File: config.mk
export PLATFORM = sky130hd
export DESIGN_NAME = mano_wbuf
export DESIGN_NICKNAME = d
export VERILOG_FILES = /design/src/rtl/mano_wbuf_pkg.sv /design/src/rtl/mano_wbuf_lookup.sv /design/src/rtl/mano_wbuf.sv
export SDC_FILE = /design/constraint.sdc
export NUM_CORES = 1
export LEC_CHECK = 0
export BUFFER_PORTS_ARGS = -buffer_cell sky130_fd_sc_hd__buf_2
export CAP_MARGIN = 40
export CORE_UTILIZATION = 46
export DETAILED_ROUTE_END_ITERATION = 7
export PLACE_DENSITY = 0.71
export SYNTH_ARGS = -nofsm -noshare
export SYNTH_HDL_FRONTEND = slang
export SYNTH_SLANG_ARGS = --single-unit
File: constraint.sdc
create_clock -name clk -period 7.5 [get_ports clk]
set_clock_uncertainty 0.2 [all_clocks]
set_input_delay 1.125 -clock clk [delete_from_list [all_inputs] [get_ports clk]]
set_output_delay 1.125 -clock clk [all_outputs]
set_load 0.005 [all_outputs]
File: src/rtl/mano_wbuf_pkg.sv
// mano_wbuf_pkg: shared types and sizes for the mano_wbuf write buffer.
//   state_t  - memory sequencer FSM states
//   entry_t  - one buffer entry {valid, addr, data}
//   ADDR_W / DATA_W come from addrwidth / datawidth; DEPTH must be a power of two.
package mano_wbuf_pkg;
  localparam int addrwidth = 12;
  localparam int datawidth = 16;
  localparam int ADDR_W    = addrwidth;
  localparam int DATA_W    = datawidth;
  localparam int DEPTH     = 4;
  localparam int PTR_W     = $clog2(DEPTH);
  localparam int CNT_W     = PTR_W + 1;

  typedef enum logic [1:0] {IDLE, RD_BUSY, WR_BUSY} state_t;

  typedef struct packed {
    logic              valid;
    logic [ADDR_W-1:0] addr;
    logic [DATA_W-1:0] data;
  } entry_t;
endpackage

File: src/rtl/mano_wbuf_lookup.sv
// mano_wbuf_lookup: combinational youngest-first address match.
//   ents      in  buffer entries
//   head      in  oldest entry index (scan starts here, youngest match wins)
//   skip_head in  head entry is locked (excluded from the coalesce match)
//   addr      in  lookup address
//   fwd_en    in  an incoming write to addr is accepted this cycle
//   fwd_data  in  that write's data (beats every buffered entry)
//   rd_hit/rd_data  out  read lookup result over all valid entries + forward
//   co_hit/co_idx   out  youngest unlocked matching entry for write coalesce
module mano_wbuf_lookup
  import mano_wbuf_pkg::*;
(
  input  entry_t [DEPTH-1:0] ents,
  input  logic [PTR_W-1:0]   head,
  input  logic               skip_head,
  input  logic [ADDR_W-1:0]  addr,
  input  logic               fwd_en,
  input  logic [DATA_W-1:0]  fwd_data,
  output logic               rd_hit,
  output logic [DATA_W-1:0]  rd_data,
  output logic               co_hit,
  output logic [PTR_W-1:0]   co_idx
);
  logic [DEPTH-1:0] match;
  logic [PTR_W-1:0] p;

  for (genvar g = 0; g < DEPTH; g++) begin : g_match
    assign match[g] = ents[g].valid && (ents[g].addr == addr);
  end

  // Walk oldest to youngest; later assignments override, so youngest wins.
  always_comb begin
    rd_hit  = 1'b0;
    rd_data = '0;
    co_hit  = 1'b0;
    co_idx  = '0;
    p       = '0;
    for (int k = 0; k < DEPTH; k++) begin
      p = head + PTR_W'(k);
      if (match[p]) begin
        rd_hit  = 1'b1;
        rd_data = ents[p].data;
        if (!(skip_head && (p == head))) begin
          co_hit = 1'b1;
          co_idx = p;
        end
      end
    end
    if (fwd_en) begin
      rd_hit  = 1'b1;
      rd_data = fwd_data;
    end
  end
endmodule

File: src/rtl/mano_wbuf.sv
// mano_wbuf: 4-entry write buffer + memory sequencer between cache and memory.
//   clk/clr               clock, synchronous active-high reset
//   c_addr/c_rd/c_wr/c_wdata  cache requests (shared address)
//   c_ready               write can be accepted (buffer not full)
//   c_rdata/c_rvalid      refill data, one-cycle valid pulse
//   m_req/m_we/m_addr/m_wdata  memory request, held until m_ack
//   m_rdata/m_ack         memory response
//   wb_full/wb_empty      buffer occupancy flags
// Refill reads take priority over write drains; a drain in flight is not preempted.
module mano_wbuf
  import mano_wbuf_pkg::*;
(
  input  logic              clk,
  input  logic              clr,
  input  logic [ADDR_W-1:0] c_addr,
  input  logic              c_rd,
  input  logic              c_wr,
  input  logic [DATA_W-1:0] c_wdata,
  output logic              c_ready,
  output logic [DATA_W-1:0] c_rdata,
  output logic              c_rvalid,
  output logic              m_req,
  output logic              m_we,
  output logic [ADDR_W-1:0] m_addr,
  output logic [DATA_W-1:0] m_wdata,
  input  logic [DATA_W-1:0] m_rdata,
  input  logic              m_ack,
  output logic              wb_full,
  output logic              wb_empty
);
  state_t             state_q, state_d;
  entry_t [DEPTH-1:0] ents_q, ents_d;
  logic [PTR_W-1:0]   head_q, head_d, tail_q, tail_d;
  logic [CNT_W-1:0]   cnt_q, cnt_d;
  logic               rd_pend_q, rd_pend_d;
  logic [ADDR_W-1:0]  rd_addr_q, rd_addr_d;
  logic               m_req_q, m_req_d, m_we_q, m_we_d;
  logic [ADDR_W-1:0]  m_addr_q, m_addr_d;
  logic [DATA_W-1:0]  m_wdata_q, m_wdata_d, c_rdata_q, c_rdata_d;
  logic               c_rvalid_q, c_rvalid_d;

  logic wr_acc, rd_acc, wr_coal, wr_push, wr_ack, rd_ack;
  logic rd_hit, co_hit;
  logic [DATA_W-1:0] rd_data;
  logic [PTR_W-1:0]  co_idx;

  assign wb_full  = (cnt_q == CNT_W'(DEPTH));
  assign wb_empty = (cnt_q == '0);
  assign c_ready  = !wb_full;

  assign wr_acc  = c_wr && c_ready;
  assign rd_acc  = c_rd && !rd_pend_q && !c_rvalid_q;
  assign wr_coal = wr_acc && co_hit;
  assign wr_push = wr_acc && !co_hit;
  assign wr_ack  = (state_q == WR_BUSY) && m_ack;
  assign rd_ack  = (state_q == RD_BUSY) && m_ack;

  mano_wbuf_lookup u_lookup (
    .ents      (ents_q),
    .head      (head_q),
    .skip_head (state_q == WR_BUSY),
    .addr      (c_addr),
    .fwd_en    (wr_acc),
    .fwd_data  (c_wdata),
    .rd_hit    (rd_hit),
    .rd_data   (rd_data),
    .co_hit    (co_hit),
    .co_idx    (co_idx)
  );

  // FIFO update: coalesce, push at tail, pop head on write completion.
  always_comb begin
    ents_d = ents_q;
    head_d = head_q;
    tail_d = tail_q;
    if (wr_coal) ents_d[co_idx].data = c_wdata;
    if (wr_push) begin
      ents_d[tail_q] = '{valid: 1'b1, addr: c_addr, data: c_wdata};
      tail_d = tail_q + 1'b1;
    end
    if (wr_ack) begin
      ents_d[head_q].valid = 1'b0;
      head_d = head_q + 1'b1;
    end
    cnt_d = cnt_q + CNT_W'(wr_push) - CNT_W'(wr_ack);
  end

  // Cache read side: buffer hit answers next cycle, miss is latched for the FSM.
  always_comb begin
    rd_pend_d  = rd_pend_q;
    rd_addr_d  = rd_addr_q;
    c_rvalid_d = 1'b0;
    c_rdata_d  = c_rdata_q;
    if (rd_acc) begin
      if (rd_hit) begin
        c_rvalid_d = 1'b1;
        c_rdata_d  = rd_data;
      end else begin
        rd_pend_d = 1'b1;
        rd_addr_d = c_addr;
      end
    end
    if (rd_ack) begin
      c_rvalid_d = 1'b1;
      c_rdata_d  = m_rdata;
      rd_pend_d  = 1'b0;
    end
  end

  // FSM next state
  always_comb begin
    state_d = state_q;
    case (state_q)
      IDLE:    if (rd_pend_q) state_d = RD_BUSY;
               else if (!wb_empty) state_d = WR_BUSY;
      RD_BUSY: if (m_ack) state_d = IDLE;
      WR_BUSY: if (m_ack) state_d = IDLE;
      default: state_d = IDLE;
    endcase
  end

  // FSM outputs (registered memory port). A write coalescing into the head in
  // the same cycle the drain launches is forwarded so the new data goes out.
  always_comb begin
    m_req_d   = m_req_q;
    m_we_d    = m_we_q;
    m_addr_d  = m_addr_q;
    m_wdata_d = m_wdata_q;
    case (state_q)
      IDLE: begin
        if (rd_pend_q) begin
          m_req_d  = 1'b1;
          m_we_d   = 1'b0;
          m_addr_d = rd_addr_q;
        end else if (!wb_empty) begin
          m_req_d   = 1'b1;
          m_we_d    = 1'b1;
          m_addr_d  = ents_q[head_q].addr;
          m_wdata_d = (wr_coal && (co_idx == head_q)) ? c_wdata : ents_q[head_q].data;
        end
      end
      RD_BUSY, WR_BUSY: if (m_ack) m_req_d = 1'b0;
      default: m_req_d = 1'b0;
    endcase
  end

  always_ff @(posedge clk) begin
    if (clr) state_q <= IDLE;
    else     state_q <= state_d;
  end

  always_ff @(posedge clk) begin
    if (clr) begin
      ents_q     <= '0;
      head_q     <= '0;
      tail_q     <= '0;
      cnt_q      <= '0;
      rd_pend_q  <= 1'b0;
      rd_addr_q  <= '0;
      m_req_q    <= 1'b0;
      m_we_q     <= 1'b0;
      m_addr_q   <= '0;
      m_wdata_q  <= '0;
      c_rdata_q  <= '0;
      c_rvalid_q <= 1'b0;
    end else begin
      ents_q     <= ents_d;
      head_q     <= head_d;
      tail_q     <= tail_d;
      cnt_q      <= cnt_d;
      rd_pend_q  <= rd_pend_d;
      rd_addr_q  <= rd_addr_d;
      m_req_q    <= m_req_d;
      m_we_q     <= m_we_d;
      m_addr_q   <= m_addr_d;
      m_wdata_q  <= m_wdata_d;
      c_rdata_q  <= c_rdata_d;
      c_rvalid_q <= c_rvalid_d;
    end
  end

  assign m_req    = m_req_q;
  assign m_we     = m_we_q;
  assign m_addr   = m_addr_q;
  assign m_wdata  = m_wdata_q;
  assign c_rdata  = c_rdata_q;
  assign c_rvalid = c_rvalid_q;
endmodule
After elaboration in Yosys (flattened, before gate mapping)
Index checks and enable logic that the tools add are counted.
{ "totals": {"register_bits": 185, "output_inout_bits": 50} }
{ "op_classes": {"add_sub_neg": 6, "n_lt_le_gt_ge": 9, "n_eq_ne": 14, "n_mux": 72, "n_bitwise": 3, "n_reduce_logical": 33} }
{ "op_table": {"columns": ["operator", "count"], "rows": [
  ["$bwmux 116", 3],
  ["$mux 116", 3],
  ["$bmux 29 s2", 4],
  ["$mux 16", 13],
  ["$demux 29 s2", 3],
  ["$mux 29", 2],
  ["$eq 12x12->1", 4],
  ["$mux 28", 1],
  ["$mux 1", 24],
  ["$mux 12", 2],
  ["$mux 2", 11],
  ["$logic_and 1x1->1", 18],
  ["$lt 2x3->1 const B", 6],
  ["$bmux 1 s2", 4],
  ["$eq 2x2->1", 4],
  ["$reduce_and 2->1", 4],
  ["$ge 2x1->1 const B", 3],
  ["$add 2x1->2 const B", 2],
  ["$add 2x2->2 const B", 2],
  ["$logic_not 1->1", 4],
  ["$ne 2x1->1 const B", 2],
  ["$pmux 2 s2", 1],
  ["$reduce_bool 2->1", 2],
  ["$reduce_or 2->1", 2],
  ["11 further kinds", 13]
]} }

Logic depth before layout (Yosys ltp)
Gate-level depths: netlist (run 1).
{ "depth": {"word_depth": 21, "depth_mapped": 19} }

Cells and area by module
A second synthesis (run 1) with hierarchy kept.
{ "unflattened": {"cells_unflattened": 1162, "area_unflattened_um2": 10949.3} }
{ "by_module_without_submodules": {"columns": ["mod", "instances", "cells_each", "area_each_um2", "seq_area_each_um2"], "rows": [
  ["mano_wbuf", 1, 790, 8022.7, 3703.6],
  ["mano_wbuf_lookup", 1, 372, 2926.6, 0.0]
]} }

Worst setup path after synthesis (run 1)
OpenSTA, ideal clock, no wires.
{ "synth_path": {"path_type": "input to register", "from": "in c_addr[3]", "to": "reg cnt_q[2]", "setup_time_ns": 0.128, "arrival_time_ns": 4.028, "required_ns": 7.172, "setup_slack_ns": 3.144, "cell_stages": 19, "path_cell_list": "buf_4 xnor2_1 nand4_1 or4_1 buf_2 and2_4 buf_6 a2bb2oi_2 o21ai_2 buf_6 and2_1 inv_1 ha_1 inv_1 ha_1 fa_1 xnor2_1 xnor2_1 nor2_1"} }
{ "synth_between": {"elab_chain_len": 15, "elab_cells_between_ends": 27, "classes_between": "add/sub (2); eq/ne (4); mux (15); reduce/logical (6)"} }
{ "synth_rtl": {"columns": ["item", "line_no", "rtl"], "rows": [
  ["from (decl)", "mano_wbuf.sv:15", "input logic [ADDR_W-1:0] c_addr,"],
  ["$eq 12x12->1", "mano_wbuf_lookup.sv:28", "assign match[g] = ents[g].valid && (ents[g].addr == addr);"],
  ["$logic_and 1x1->1", "mano_wbuf_lookup.sv:28", null],
  ["$bmux 1 s2", "mano_wbuf_lookup.sv:40", "if (match[p]) begin"],
  ["$mux 1 (not written as such)", "mano_wbuf_lookup.sv:40", null],
  ["$mux 1", "mano_wbuf_lookup.sv:40", null],
  ["$mux 1", "mano_wbuf_lookup.sv:43", "if (!(skip_head && (p == head))) begin"],
  ["$mux 1", "mano_wbuf_lookup.sv:40", null],
  ["$mux 1", "mano_wbuf_lookup.sv:43", null],
  ["$mux 1", "mano_wbuf_lookup.sv:40", null],
  ["$mux 1", "mano_wbuf_lookup.sv:43", null],
  ["$mux 1 *", "mano_wbuf_lookup.sv:40", null],
  ["$logic_not 1->1 *", "mano_wbuf.sv:54", "assign wr_push = wr_acc && !co_hit;"],
  ["$logic_and 1x1->1 *", "mano_wbuf.sv:54", null],
  ["$add 3x1->3 *", "mano_wbuf.sv:85", "cnt_d = cnt_q + CNT_W'(wr_push) - CNT_W'(wr_ack);"],
  ["$sub 3x1->3 *", "mano_wbuf.sv:85", null],
  ["to (signal assigned)", "mano_wbuf.sv:170", "cnt_q <= cnt_d;"],
  ["to (decl)", "mano_wbuf.sv:34", "logic [CNT_W-1:0] cnt_q, cnt_d;"]
]} }
Mark *: on every way between the ends. The rest lies on a longest branch, timed or not. The select of a mux whose other input is x is not followed.
A chain may end at the register's enable or synchronous reset.

Worst setup path after layout (run 1)
{ "layout_path": {"from": "reg head_q[0]", "to": "reg c_rdata_q[6], in the netlist c_rdata[6]"} }
{ "layout_between": {"elab_cells_between_ends": 34, "classes_between": "add/sub (3); mux (29); reduce/logical (2)"} }
{ "layout_lines": {"columns": ["item", "line_no", "rtl"], "rows": [
  ["from (decl)", "mano_wbuf.sv:33", "logic [PTR_W-1:0] head_q, head_d, tail_q, tail_d;"],
  ["from (signal assigned)", "mano_wbuf.sv:155", "head_q <= '0;"],
  ["from (signal assigned)", "mano_wbuf.sv:168", "head_q <= head_d;"],
  ["$add 2x2->2 *", "mano_wbuf_lookup.sv:39", "p = head + PTR_W'(k);"],
  ["via u_lookup.p[0]", "mano_wbuf_lookup.sv:25", "logic [PTR_W-1:0] p;"],
  ["$bmux 29 s2 / $bmux 1 s2 (equally long branches)", "mano_wbuf_lookup.sv:42, mano_wbuf_lookup.sv:40", null],
  ["$mux 16 (not written as such) / $mux 1 (equally long branches)", "mano_wbuf_lookup.sv:42, mano_wbuf_lookup.sv:40", null],
  ["$mux 16", "mano_wbuf_lookup.sv:40", null],
  ["$mux 16", "mano_wbuf_lookup.sv:49", "if (fwd_en) begin"],
  ["$mux 16", "mano_wbuf.sv:95", "if (rd_hit) begin"],
  ["$mux 16", "mano_wbuf.sv:94", "if (rd_acc) begin"],
  ["$mux 16", "mano_wbuf.sv:103", "if (rd_ack) begin"],
  ["to (signal assigned)", "mano_wbuf.sv:177", "c_rdata_q <= c_rdata_d;"],
  ["to (decl)", "mano_wbuf.sv:39", "logic [DATA_W-1:0] m_wdata_q, m_wdata_d, c_rdata_q, c_rdata_d;"]
]} }
The timed path passes the listed nets; every way through them passes the cells marked *. The select of a mux whose other input is x is not followed.

==> metrics, run 1 <==
status finished clean; setup_tns 0 ns; Top FF cell, synth dfxtp_1; first-pass GRT wire length 43980 um; diode count 0; DP HPWL about 20000 um; combinational share of power between 30 and 40%; share of cells above drive strength 1 21.68%; achievable frequency roughly 0.21 GHz; Pint between 2 and 2.5 mW; sequential share of power between 30% and 40%; Max VDD drop roughly 210 uV; final setup fails 0; cell family with most CP delay adder cells; reg2reg end c_rdata[6]; die area between 0.02 and 0.025 mm2; WP data required between 7 and 8 ns; vias in the first global route around 7900; Reg-to-Reg Start head_q[0]; nets approximately 1200; DR vias/cell approximately 5.8; TritonCTS Sinks around 190; max-slew violations 0; synth unique cells ~60; CTS Hold Bufs 0; CP max stage delay 0.94 ns; Startpoint Class register; # fillers approximately 2100; type of the most critical hold path register to register; slowest CP cell ha_2; total gr overflow 0; H-tree level count 4; pwr/cell area 263.4 mW/mm2; number of synthesized flops with an enable pin 0; buffer and inverter count on the worst path 1; Worst-path clk slew around 0.070 ns; FP Rows 56; Root Buffer clkbuf_16; Final Hold Viols 0; fin area between 0.01 and 0.015 mm2; register area share after synthesis approximately 33%; chip height ~160 um; Psw between 1 and 1.5 mW; Relative slew margins about two fifths; unrepaired setup endpoints after global routing false; Util after Layout a little over half; core outline area 0.02354 mm2; worst hold stages 2; crit-path cells clkinv_1, ha_2, mux4_2, nand2_1, o221ai_1, a21oi_1, o22ai_1; Reg2Reg Depth 7; clk buf depth 2; I/O pin cnt approximately 100; routability cong. between 0.8 and 0.9; share of Yosys cell area claimed by the top area cell type 33.48%; post-synthesis cell area roughly 0.011 mm2; die width between 150 and 200 um; Detail Route Antenna Nets 0; Port Buffer Count 98; clock period minus worst slack 4.806 ns; DR vias roughly 8600; Inst Count DP 1445; Total Routed Length roughly 28000 um; Worst Hold Path EP m_req; Setup Crit Path Kind register to register; Area contributors post-synth dfxtp_1 33%, mux4_2 16%, mux2i_1 14%; flop2flop setup slack between 2 and 3 ns; crit share post-route 64.08%; share of flip-flops with an asynchronous set or reset 0%; Synth Register Bits 185; Initial DRC Count approximately 900; worst slew pin tran between 0.9 and 1 ns; clk_lat worst skew ~0.44 ns; TritonCTS clock tree built; Post-Layout Cell Count about 1500; Crit path arrival time a little under 5 ns; post-CTS setup repair buffer count 0; Worst Setup SP head_q[0]; MaxCap Viol Count 0; syn avg cell area 10.01 um2; Sw Share 35.01%; CP Max Fanout 44; area leader, netlist dfxtp_1; Starting Density a little under half; Clock power frac approximately 28%; Hold Crit Start m_req; Area growth syn-to-layout 11.07%; initial antenna violation count 0; CTS buffer count 17; Placed Area 0.01169 mm2; DRC violations left 0; Resize count post-CTS 0; DR pass1 iterations 5; Mapped Cells around 1100; Total GRT Usage a little under a quarter; pin count of the biggest net entering global routing 101; Worst setup EP type register; Synth warnings 0; syn_nets about 1200; detail-routed net length per standard cell a little under 20 um; Pleak ~5.4 nW
cell usage after synthesis, types with 2 or more instances:
library cell and instances:
o22ai_1 16, or3_1 6, clkinv_1 2, clkbuf_1 57, and3_1 2, nor4_1 4, mux2_2 4, nand3_1 24
nor2_1 137, a31oi_4 2, buf_4 4, buf_2 11, mux4_2 77, o31a_1 2, mux2i_1 158, nor2b_1 2
buf_6 15, o221ai_1 17, o21ai_0 5, nor3_1 4, buf_1 10, nand2b_1 81, and2_1 6, inv_1 48
a221oi_1 4, ha_1 13, a22oi_1 17, or4_1 3, a21oi_1 25, dfxtp_1 185, xor2_1 19, o21a_1 4
nand2_1 45, nand4_1 9, xnor2_1 33, a211oi_1 31
per-layer routing:
metal | global-route usage, % | vias to the layer above | routed length [um]
li1 | - | 4032 | -
met1 | 33.70 | 4165 | 12860
met2 | 34.37 | 345 | 12550
met3 | 5.479 | 43 | 2500
met4 | 7.258 | 0 | 457
met5 | 0 | - | 0
power groups by stage:
stage,logic [mW],clock network (mW),registers (mW)
floorplan,0.779,0,1.24
global placement,1.01,0,1.28
detailed placement,1.06,0,1.29
CTS,1.06,0.920,1.26
global route,1.17,0.965,1.29
finish,1.06,0.906,1.27
cell type report:
class / instances / area, um2 / area share, %
clock inverters: 14 / 155.1 / 1.263
inverters: 51 / 191.4 / 1.558
well taps: 319 / 399.1 / 3.248
repair buffers: 119 / 734.5 / 5.977
multi-input cells: 771 / 6660 / 54.20
flip-flops and latches: 185 / 3709 / 30.18
clock buffers: 18 / 439.2 / 3.574
worst register-to-register path: cells and delay by family, from the launching register on:
kind / cells / cell delay (ns)
AO/OA/AOI/OAI: 3 / 0.65
multiplexers: 1 / 0.85
adder cells (fa/ha/maj): 1 / 0.94
flip-flops: 1 / 0.83
buffers and inverters: 1 / 0.52
AND/OR/NAND/NOR: 1 / 0.67
worst max path at each step:
stage,to,slack [ns],cells past startpoint
after detailed placement,ents_q[90],2.52,12
after global routing,c_rdata[6],2.41,7
after CTS,c_rdata[6],2.69,7
final,c_rdata[6],2.69,7
after floorplan,cnt_q[2],3.14,19
after global placement,ents_q[41],2.10,10
cells in the final DEF (no fill, tap or decap), drive strengths merged, types with 3 or more instances in the layout:
master	Yosys	layout
mux2	4	4
mux2i	160	160
nand2	45	45
or4	3	3
mux4	77	77
clkinv	2	6
nor2	137	137
o21ai	6	6
and2	7	7
nand3	24	24
ha	13	13
xor2	19	19
o21a	4	4
nand2b	81	81
nor4	4	4
clkbuf	57	18
inv	49	55
a31oi	3	3
a21oi	25	25
o22ai	16	16
a211oi	31	31
buf	41	119
a22oi	17	17
a221oi	5	5
nor3	4	4
nand4	9	9
clkinvlp	0	3
xnor2	34	34
o221ai	17	17
or3	6	6
dfxtp	185	185
through the flow:
step / setup WS, ns / hold slack [ns] / power (mW)
2_1_floorplan: 3.144 / 0.2471 / 2.023
3_3_place_gp: 2.105 / 0.2595 / 2.286
3_5_place_dp: 2.522 / 0.2559 / 2.344
4_1_cts: 2.686 / 0.2689 / 3.249
5_1_grt: 2.410 / 0.2857 / 3.424
6_report: 2.694 / 0.2657 / 3.236
cells by family after synthesis:
group                    count (synthesis)  share of synthesized area, %
AND/OR/NAND/NOR                        329                         14.36
multiplexers                           241                         30.71
flip-flops                             185                         33.48
buffers and inverters                  149                         6.435
AO/OA/AOI/OAI                          134                         9.104
XOR/XNOR                                53                         4.264
adder cells (fa/ha/maj)                 14                         1.651
No activity file was read; power rests on OpenSTA's default activity.
==> inputs of run 2 (changes only) <==
--- a/config.mk
+++ b/config.mk
@@ -5,6 +5,7 @@
 export SDC_FILE = /design/constraint.sdc
 export NUM_CORES = 1
 export LEC_CHECK = 0
+export ABC_AREA = 1
 export BUFFER_PORTS_ARGS = -buffer_cell sky130_fd_sc_hd__buf_2
 export CAP_MARGIN = 40
 export CORE_UTILIZATION = 46
==> constraint.sdc (replaced) <==
create_clock -name clk -period 4.6 [get_ports clk]
set_clock_uncertainty 0.2 [all_clocks]
set_input_delay 0.69 -clock clk [delete_from_list [all_inputs] [get_ports clk]]
set_output_delay 0.69 -clock clk [all_outputs]
set_load 0.005 [all_outputs]
==> run 2 against run 1 <==
Against the previous run:
- sequential share of layout area shrank 1.7 points
- area after synthesis grew 6.2%
- core utilization shrank 0.42 points
- fmax grew 35%
- die area grew 6.1%
- global-route usage grew 5.4 points
- wire length grew 33%
- combinational power grew to 2.7 times the previous value
- critical path type unchanged
- largest power group is now combinational cells
==> metrics, run 2 <==
status finished clean; DR vias ~12000; unrepaired setup endpoints after global routing false; clock period minus worst slack around 3.6 ns; clk buf depth 2; DRC violations left 0; max-slew violations 0; die width 161.8 um; post-CTS setup repair buffer count 0; detail-routed net length per standard cell ~16 um; Crit path arrival time 3.73 ns; multi-input gate area in the final layout about 0.0068 mm2; syn avg cell area slightly above 6 um2; Pleak ~6 nW; most frequent cells in the layout 500 x nand2_1, 256 x o21ai_0, 216 x nor2_1; synth unique cells 44; final setup fails 0; diode count 0; crit share post-route 77.57%; TritonCTS Sinks approximately 190; total gr overflow 0; Mapped Cells slightly below 2000; post-synthesis cell area approximately 0.012 mm2; type of the most critical hold path register to register; Synth warnings 0; Synth Register Bits roughly 190; share of cells above drive strength 1 between 10% and 20%; pin count of the biggest net entering global routing about 100; nets 2021; Root Buffer clkbuf_16; most common cell after layout, fill and taps aside nand2_1; Worst-path clk slew 0.09 ns; achievable frequency 0.2803 GHz; H-tree level count 4; TritonCTS clock tree built; CTS Hold Bufs 0; Max VDD drop 446.2 uV; Area growth syn-to-layout 10.65%; MaxCap Viol Count 0; final worst slack 1.032 ns; Tot Pwr roughly 6.6 mW; vias in the first global route between 10000 and 15000; synth cell count leaders 501 x nand2_1, 256 x o21ai_0, 216 x nor2_1; Worst setup EP type register; worst slew pin tran 0.8477 ns; pwr/cell area between 500 and 600 mW/mm2; area leader, netlist dfxtp_1; most frequent cell after synthesis nand2_1; share of flip-flops with an asynchronous set or reset 0%; I/O pin cnt 99; CTS buffer count 17; Top FF cell, synth dfxtp_1; register area between 0.003 and 0.004 mm2; FP Rows 58; Starting Density a little under half; die area ~0.026 mm2; Final Hold Viols 0; routability cong. approximately 0.96; WP data required roughly 4.8 ns; crit-path cells clkinv_1, buf_4, nand3_1, nand2_1, nand2_1, nand2_4, nor2_4, nand2_8, nor2_8, inv_1, ha_1, inv_1, ha_1, fa_1, inv_1, o21ai_0, a21oi_1; share of Yosys cell area claimed by the top area cell type around a third; CP Max Fanout 53; chip height around 160 um; Util after Layout between 50% and 60%; Inst Count DP approximately 2300; Relative slew margins a little over two fifths; DR pass1 iterations 7; setup_tns 0 ns; Crit path top cell by count inv_1; # fillers roughly 2600; core outline area between 0.02 and 0.03 mm2; first-pass GRT wire length 59150 um; DR vias/cell about 5.4; DP HPWL roughly 26000 um; Post-Place Setup Slack ~0.74 ns; Total Routed Length 37800 um; Port Buffer Count 98; CP max stage delay approximately 0.65 ns; slowest CP cell dfxtp_4; initial antenna violation count 0; Resize count post-CTS 0; clk_lat worst skew around 0.44 ns; Total GRT Usage between 20 and 30%; Post-Layout Cell Count 2301; Area contributors post-synth dfxtp_1 32%, nand2_1 16%, o21ai_0 11%; Setup Crit Path Kind register to register; register area share after synthesis around a third; Detail Route Antenna Nets 0; Startpoint Class register; Initial DRC Count between 1000 and 1500; number of synthesized flops with an enable pin 0; syn_nets ~2000
[run 2: cell count changes in the layout (fill, tap and decap cells not counted), sizes merged, moves of 30 or more]
cell	change
a211oi	-30
a21oi	+191
inv	+137
mux2i	-144
mux4	-77
nand2	+480
nand2b	-81
nand3	+81
nor2	+98
o21ai	+255
xnor2	-30
[run 2: final timing paths]
kind	start	slack (ns)	end	cells after the start
setup reg to reg	head_q[0]	1.03	cnt_q[2]	17
hold / removal	rd_addr_q[7]	0.25	rd_addr_q[7]	2
hold reg to reg	rd_addr_q[7]	0.25	rd_addr_q[7]	2
setup / recovery	head_q[0]	1.03	cnt_q[2]	17
[run 2: metrics by stage]
step | cell area [um2] | hold slack, ns
finish | 13000 | 0.2453
global route | 13000 | 0.2662
CTS | 13000 | 0.2481
detailed placement | 12370 | 0.2351
global placement | 12370 | 0.2309
floorplan | 11750 | 0.2240
[run 2: per-layer routing]
metal / wire length [um] / global-route usage [%] / share of wire (%)
met5: 0 / 0 / 0
met4: 393 / 5.660 / 1.0
met3: 3877 / 7.201 / 10
met2: 15160 / 40.79 / 40
met1: 18370 / 43.39 / 49
[run 2: power by group]
part,internal [mW],switching [mW]
Sequential,1.97,0.212
Clock,0.792,0.772
Combinational,0.935,1.97
Total,3.69,2.95
[run 2: critical path: cells and delay by family, from the launching register on]
family,cells,cell delay [ns]
and+or+nand+nor,7,0.92
adders and majority gates,3,0.85
DFF,1,0.65
buffers and inverters,5,0.64
AOI/OAI and AO/OA,2,0.20
[run 2: cells by family after synthesis]
group / share of synthesized area (%)
xor+xnor: 0.3727
mux: 1.363
compound gates: 21.03
flops: 31.52
buf+inv: 10.93
fa+ha+maj: 1.555
simple gates: 33.23
[run 2: area by class of cell]
| class | count | share of cell area (%) |
|---|---|---|
| clock buffers | 17 | 3.272 |
| well taps | 330 | 3.176 |
| clock inverters | 15 | 1.550 |
| inverters | 189 | 5.486 |
| multi-input cells | 1434 | 52.03 |
| flip-flops and latches | 185 | 28.52 |
| repair buffers | 131 | 5.967 |
